--- src/rtl/datapath_chain_sequencer_pkg.sv ---
// Shared types and constants for the ALU chain sequencer.
// Imported by the interface, decoder and top.
package datapath_chain_sequencer_pkg;

  localparam int NREG   = 16;
  localparam int IDX_W  = 4;
  localparam int INST_W = 16;

  localparam logic [INST_W-1:0] INST_NOP = 16'h0000;

  typedef logic [IDX_W-1:0] idx_t;

  typedef enum logic [1:0] {
    IDLE,
    STEP,
    DONE
  } state_e;

  typedef struct packed {
    idx_t dst;
    idx_t srca;
    idx_t srcb;
    idx_t count;
  } cmd_t;

endpackage

--- src/rtl/datapath_chain_sequencer_if.sv ---
// Command handshake plus datapath control bundle.
// master = command source / datapath, slave = sequencer.
interface datapath_chain_sequencer_if;
  import datapath_chain_sequencer_pkg::*;

  logic              cmd_valid;
  logic              cmd_ready;
  logic [INST_W-1:0] cmd_inst;
  idx_t              cmd_dst;
  idx_t              cmd_srca;
  idx_t              cmd_srcb;
  idx_t              cmd_count;
  logic              hold;

  logic [NREG-1:0]   regEnable;
  idx_t              ctrlA;
  idx_t              ctrlB;
  logic [INST_W-1:0] inst;
  logic              busy;
  logic              done;
  idx_t              step_idx;

  modport master (
    output cmd_valid, cmd_inst, cmd_dst,
    output cmd_srca, cmd_srcb, cmd_count,
    output hold,
    input  cmd_ready, regEnable, ctrlA,
    input  ctrlB, inst, busy, done,
    input  step_idx
  );

  modport slave (
    input  cmd_valid, cmd_inst, cmd_dst,
    input  cmd_srca, cmd_srcb, cmd_count,
    input  hold,
    output cmd_ready, regEnable, ctrlA,
    output ctrlB, inst, busy, done,
    output step_idx
  );

endinterface

--- src/rtl/datapath_chain_sequencer_reg_onehot_dec.sv ---
// Register index to one-hot write-enable decoder.
// Purely combinational.
module reg_onehot_dec
  import datapath_chain_sequencer_pkg::*;
(
  input  idx_t            idx_i,
  output logic [NREG-1:0] onehot_o
);

  always_comb begin
    onehot_o        = '0;
    onehot_o[idx_i] = 1'b1;
  end

endmodule

--- src/rtl/datapath_chain_sequencer.sv ---
// Issues 1..16 chained R[dst+i] <= R[srca+i] op R[srcb+i]
// operations to the ALU datapath from one command.
module datapath_chain_sequencer
  import datapath_chain_sequencer_pkg::*;
(
  input logic clk,
  input logic reset,
  datapath_chain_sequencer_if.slave bus
);

  state_e            state_q;
  cmd_t              cmd_q;
  logic [NREG-1:0]   regen_q;
  idx_t              ctrla_q;
  idx_t              ctrlb_q;
  idx_t              idx_q;
  logic [INST_W-1:0] inst_q;
  logic              busy_q;
  logic              done_q;

  logic            accept;
  logic            wrote;
  logic            last_d;
  idx_t            nxt_d;
  idx_t            dec_d;
  logic [NREG-1:0] onehot;

  assign bus.cmd_ready = reset && (state_q == IDLE);
  assign accept = bus.cmd_valid && bus.cmd_ready;

  // A held cycle leaves the pending iteration unwritten,
  // so the index only advances after a real write.
  assign wrote  = (regen_q != '0);
  assign last_d = wrote && (idx_q == cmd_q.count);
  assign nxt_d  = wrote ? idx_q + idx_t'(1) : idx_q;

  assign dec_d = (state_q == IDLE) ? bus.cmd_dst
                                   : cmd_q.dst + nxt_d;

  reg_onehot_dec u_dec (
    .idx_i    (dec_d),
    .onehot_o (onehot)
  );

  always_ff @(posedge clk) begin
    if (!reset) begin
      state_q <= IDLE;
      cmd_q   <= '0;
      regen_q <= '0;
      ctrla_q <= '0;
      ctrlb_q <= '0;
      idx_q   <= '0;
      inst_q  <= INST_NOP;
      busy_q  <= 1'b0;
      done_q  <= 1'b0;
    end else begin
      unique case (state_q)
        IDLE: begin
          regen_q <= '0;
          busy_q  <= 1'b0;
          done_q  <= 1'b0;
          if (accept) begin
            state_q <= STEP;
            cmd_q   <= '{dst:   bus.cmd_dst,
                         srca:  bus.cmd_srca,
                         srcb:  bus.cmd_srcb,
                         count: bus.cmd_count};
            regen_q <= onehot;
            ctrla_q <= bus.cmd_srca;
            ctrlb_q <= bus.cmd_srcb;
            inst_q  <= bus.cmd_inst;
            idx_q   <= '0;
            busy_q  <= 1'b1;
          end
        end
        STEP: begin
          if (last_d) begin
            state_q <= DONE;
            regen_q <= '0;
            done_q  <= 1'b1;
          end else begin
            idx_q   <= nxt_d;
            ctrla_q <= cmd_q.srca + nxt_d;
            ctrlb_q <= cmd_q.srcb + nxt_d;
            regen_q <= bus.hold ? '0 : onehot;
          end
        end
        DONE: begin
          state_q <= IDLE;
          busy_q  <= 1'b0;
          done_q  <= 1'b0;
        end
        default: state_q <= IDLE;
      endcase
    end
  end

  assign bus.regEnable = regen_q;
  assign bus.ctrlA     = ctrla_q;
  assign bus.ctrlB     = ctrlb_q;
  assign bus.inst      = inst_q;
  assign bus.busy      = busy_q;
  assign bus.done      = done_q;
  assign bus.step_idx  = idx_q;

endmodule

--- src/flat_wrapper.sv ---
// flat-port wrapper written by rule: the top's interface ports become plain ports
module datapath_chain_sequencer_flat import datapath_chain_sequencer_pkg::*;
  (clk, reset, bus_cmd_valid, bus_cmd_inst, bus_cmd_dst, bus_cmd_srca, bus_cmd_srcb, bus_cmd_count, bus_hold, bus_cmd_ready, bus_regEnable, bus_ctrlA, bus_ctrlB, bus_inst, bus_busy, bus_done, bus_step_idx);
  datapath_chain_sequencer_if bus_i ();
  input logic clk;
  input logic reset;
  input wire logic [$bits(bus_i.cmd_valid)-1:0] bus_cmd_valid;
  input wire logic [$bits(bus_i.cmd_inst)-1:0] bus_cmd_inst;
  input wire logic [$bits(bus_i.cmd_dst)-1:0] bus_cmd_dst;
  input wire logic [$bits(bus_i.cmd_srca)-1:0] bus_cmd_srca;
  input wire logic [$bits(bus_i.cmd_srcb)-1:0] bus_cmd_srcb;
  input wire logic [$bits(bus_i.cmd_count)-1:0] bus_cmd_count;
  input wire logic [$bits(bus_i.hold)-1:0] bus_hold;
  output wire logic [$bits(bus_i.cmd_ready)-1:0] bus_cmd_ready;
  output wire logic [$bits(bus_i.regEnable)-1:0] bus_regEnable;
  output wire logic [$bits(bus_i.ctrlA)-1:0] bus_ctrlA;
  output wire logic [$bits(bus_i.ctrlB)-1:0] bus_ctrlB;
  output wire logic [$bits(bus_i.inst)-1:0] bus_inst;
  output wire logic [$bits(bus_i.busy)-1:0] bus_busy;
  output wire logic [$bits(bus_i.done)-1:0] bus_done;
  output wire logic [$bits(bus_i.step_idx)-1:0] bus_step_idx;
  assign bus_i.cmd_valid = bus_cmd_valid;
  assign bus_i.cmd_inst = bus_cmd_inst;
  assign bus_i.cmd_dst = bus_cmd_dst;
  assign bus_i.cmd_srca = bus_cmd_srca;
  assign bus_i.cmd_srcb = bus_cmd_srcb;
  assign bus_i.cmd_count = bus_cmd_count;
  assign bus_i.hold = bus_hold;
  assign bus_cmd_ready = bus_i.cmd_ready;
  assign bus_regEnable = bus_i.regEnable;
  assign bus_ctrlA = bus_i.ctrlA;
  assign bus_ctrlB = bus_i.ctrlB;
  assign bus_inst = bus_i.inst;
  assign bus_busy = bus_i.busy;
  assign bus_done = bus_i.done;
  assign bus_step_idx = bus_i.step_idx;
  datapath_chain_sequencer u_core (.clk(clk), .reset(reset), .bus(bus_i));
endmodule
--- config.mk ---
export PLATFORM = sky130hd
export DESIGN_NAME = datapath_chain_sequencer_flat
export DESIGN_NICKNAME = d
export VERILOG_FILES = /design/src/rtl/datapath_chain_sequencer_pkg.sv /design/src/rtl/datapath_chain_sequencer_if.sv /design/src/rtl/datapath_chain_sequencer_reg_onehot_dec.sv /design/src/rtl/datapath_chain_sequencer.sv /design/src/flat_wrapper.sv
export SDC_FILE = /design/constraint.sdc
export NUM_CORES = 1
export LEC_CHECK = 0
export CAP_MARGIN = 20
export CELL_PAD_IN_SITES_DETAIL_PLACEMENT = 0
export CELL_PAD_IN_SITES_GLOBAL_PLACEMENT = 1
export CORE_ASPECT_RATIO = 1.75
export CORE_UTILIZATION = 50
export DETAILED_ROUTE_END_ITERATION = 7
export DONT_BUFFER_PORTS = 1
export PLACE_DENSITY_LB_ADDON = 0.1
export SKIP_CTS_REPAIR_TIMING = 1
export SLEW_MARGIN = 20
export SYNTH_ARGS = -nofsm -noshare
export SYNTH_HDL_FRONTEND = slang
export SYNTH_HIERARCHICAL = 1
export SYNTH_SLANG_ARGS = --single-unit
--- constraint.sdc ---
create_clock -name clk -period 4.6 [get_ports clk]
set_input_delay 1.38 -clock clk [delete_from_list [all_inputs] [get_ports clk]]
set_output_delay 1.38 -clock clk [all_outputs]
set_load 0.1 [all_outputs]
==> flow_summary.ini <==
[outcome]
status = complete, no violations

[power_and_ir_drop]
cellPowerDensity_mw_per_mm2 = 442
vdd_ir_drop_max_mv = 0.279
p_leak_uw = 0.00158

[sta]
holdWs_ns = 0.460
skew_ns = 0.00957
setup_tns_ns = 0
fmax_mhz = 274
hold_viol_final = 0
fin_crit_ns = 3.64
setup_viol = 0
finalCritPeriodShare_pct = 79.2
maxSlewHeadroom_pct = 24.9
worstMarginPinSlew_ns = 1.12
rsz0062_at_grt = false
drv_slew = 0

[clock_tree]
cts.path.max_buffers = 2
cts_buffers = 9
insertion_delay_ns = 0.35
cts.htree.levels = 3
cts_tree = yes
clock_sink_count = 64
cts_root_buf = clkbuf_8
clkTransAtPathRegs_ns = 0.07

[global_route]
grt_pass1_vias = 2369
antenna_found_initial = 0
track_usage_pct = 24.4
overflow = 0
grt_max_degree = 46
grt_pass1_wl_mm = 11.3

[cells_and_area]
area_delta_synth_final_pct = 12.9
nets = 389
drive_above_1_share_pct = 22.4
final_common_cell = nand2_1
antenna_cells = 0
layout_common_cells = nand2_1 (76), dfxtp_1 (64), nand3_1 (40), buf_4 (27), a22o_2 (15)
finalInstanceArea_sq_mm = 0.00345

[floorplanning]
die_w_microns = 61.1
die_area_sq_mm = 0.00644
core_area_sq_mm = 0.00588
dieHeight_microns = 105
start_util_pct = 51.9
ios = 83
core.rowCount = 37

[yosys]
avgSynthCellArea_sq_um = 9.40
ys_types = 49
synth.area.top_cells = dfxtp_1 (42%), nand2_1 (9.3%), nand3_1 (6.6%)
synth_top_area_share_pct = 42.0
synth-seq-cells = 64
ys_seq_area_share_pct = 42.0
netlist_area_sq_mm = 0.00305
synth_edf_count = 0
ys.flop_type = dfxtp_1
syn_inst = 325
async_flop_share_pct = 0
yosysTopAreaCell = dfxtp_1
synthesis.nets = 374
yosysWarnings = 6

[route]
wl_mm = 7.24
drt_pass1_iterations = 4
ant_nets = 0
vias_per_cell = 5.55
drtIter0Drc = 93
vias = 2341
drc_errors = 0
wl_per_cell_microns = 17.2

[worst_setup_path]
crit_fanout = 16
critPathCaptureType = register
crit_arrival_ns = 3.89
start_kind = register
path_class = register to register
worst_ep_required_time_ns = 4.84

[min_path]
worst_hold_path_type = register to register

[placed_design]
dp_hpwl_mm = 5.24
place_area_sq_mm = 0.00323
place.gp.congestion = 0.807
io_buffers = 0

[job]
drv_cap = 0
[layout make-up]
type / count / area (sq um)
Fill cell: 559 / 2430
Inverter: 2 / 7.51
Timing Repair Buffer: 27 / 203
Clock inverter: 3 / 65.1
Sequential cell: 64 / 1280
Tap cell: 78 / 97.6
Multi-Input combinational cell: 236 / 1640
Clock buffer: 12 / 155
[power by group]
group          total (uW)  internal [uW]  switching [uW]
logic                 212           75.9             136
clock network         544            331             213
registers             768            591             177
[per-layer routing]
layer  share of wire [%]  wire (microns)  vias up  track usage, %
met2                  54            3920       60            43.2
met3                 5.5             398        9            8.59
met1                  39            2830     1085            24.6
met4                 1.3              97        0            9.25
met5                   0               0        -               0
li1                    -               -     1187               -
[worst max-delay path, cell delays in order, from the launching register on]
cell and delay, ns:
dfxtp_1 0.31, nor4_1 0.54, nand4_1 0.37, mux2_2 0.46
ha_1 0.29, a21o_1 0.16, a21oi_1 0.17, xnor2_1 0.14
xnor3_1 0.23, o21ai_0 0.15, buf_4 0.22, and4bb_2 0.26
a22o_2 0.22
[final timing paths]
kind,start,slack [ns],to,cells past startpoint
hold / removal,u_core/cmd_q[6]$_SDFFE_PN0P_,0.46,u_core/cmd_q[6]$_SDFFE_PN0P_,2
setup reg to reg,u_core/bus.regEnable[10]$_SDFFE_PN0P_,0.96,u_core/bus.regEnable[5]$_SDFFE_PN0P_,12
setup / recovery,u_core/bus.regEnable[10]$_SDFFE_PN0P_,0.96,u_core/bus.regEnable[5]$_SDFFE_PN0P_,12
hold reg to reg,u_core/cmd_q[6]$_SDFFE_PN0P_,0.46,u_core/cmd_q[6]$_SDFFE_PN0P_,2
[sequential cells by signal, indices dropped and copies added, names as in the netlist]
signal	flops
u_core/bus.inst	16
u_core/state_q	2
u_core/cmd_q	16
u_core/bus.regEnable	16
u_core/bus.ctrlA	4
u_core/bus.busy	1
u_core/bus.done	1
u_core/bus.ctrlB	4
u_core/bus.step_idx	4
[through the flow]
step | power, uW | utilization [%] | worst slack (ns) | cells
detailed placement | 993 | 54.9 | 0.979 | 407
global placement | 989 | 54.9 | 1.02 | 407
floorplan | 953 | - | 0.274 | 325
CTS | 1540 | 58.6 | 0.960 | 422
global route | 1580 | 58.6 | 0.740 | 422
finish | 1520 | 58.6 | 0.955 | 422
[cells in the mapped netlist, types with 2 or more instances]
cell type and n:
nand2_1 76, dfxtp_1 64, nand3_1 40, a22o_2 15
ha_1 10, a21oi_1 9, clkbuf_1 9, xnor2_1 9
o21ai_0 6, and4b_1 4, and4bb_1 4, buf_1 4
buf_4 4, nor4_1 4, nor4b_2 4, o21a_1 4
o221a_2 4, a21o_1 3, and3_1 3, and4_1 3
buf_6 3, fa_1 3, mux2_2 3, xnor3_1 3
a21boi_0 2, a31oi_1 2, and2_1 2, and4bb_2 2
nand4_1 2, nor2_1 2, nor3_1 2, o221ai_1 2
xor2_1 2
[logic make-up after synthesis]
kind of cell	synth area share [%]
AND/OR/NAND/NOR	27.2
adder cells (fa/ha/maj)	6.06
AO/OA/AOI/OAI	13.6
XOR/XNOR	5.37
multiplexers	1.11
flip-flops	42.0
buffers and inverters	4.79
Note: power is estimated with default switching activity, not from simulation.
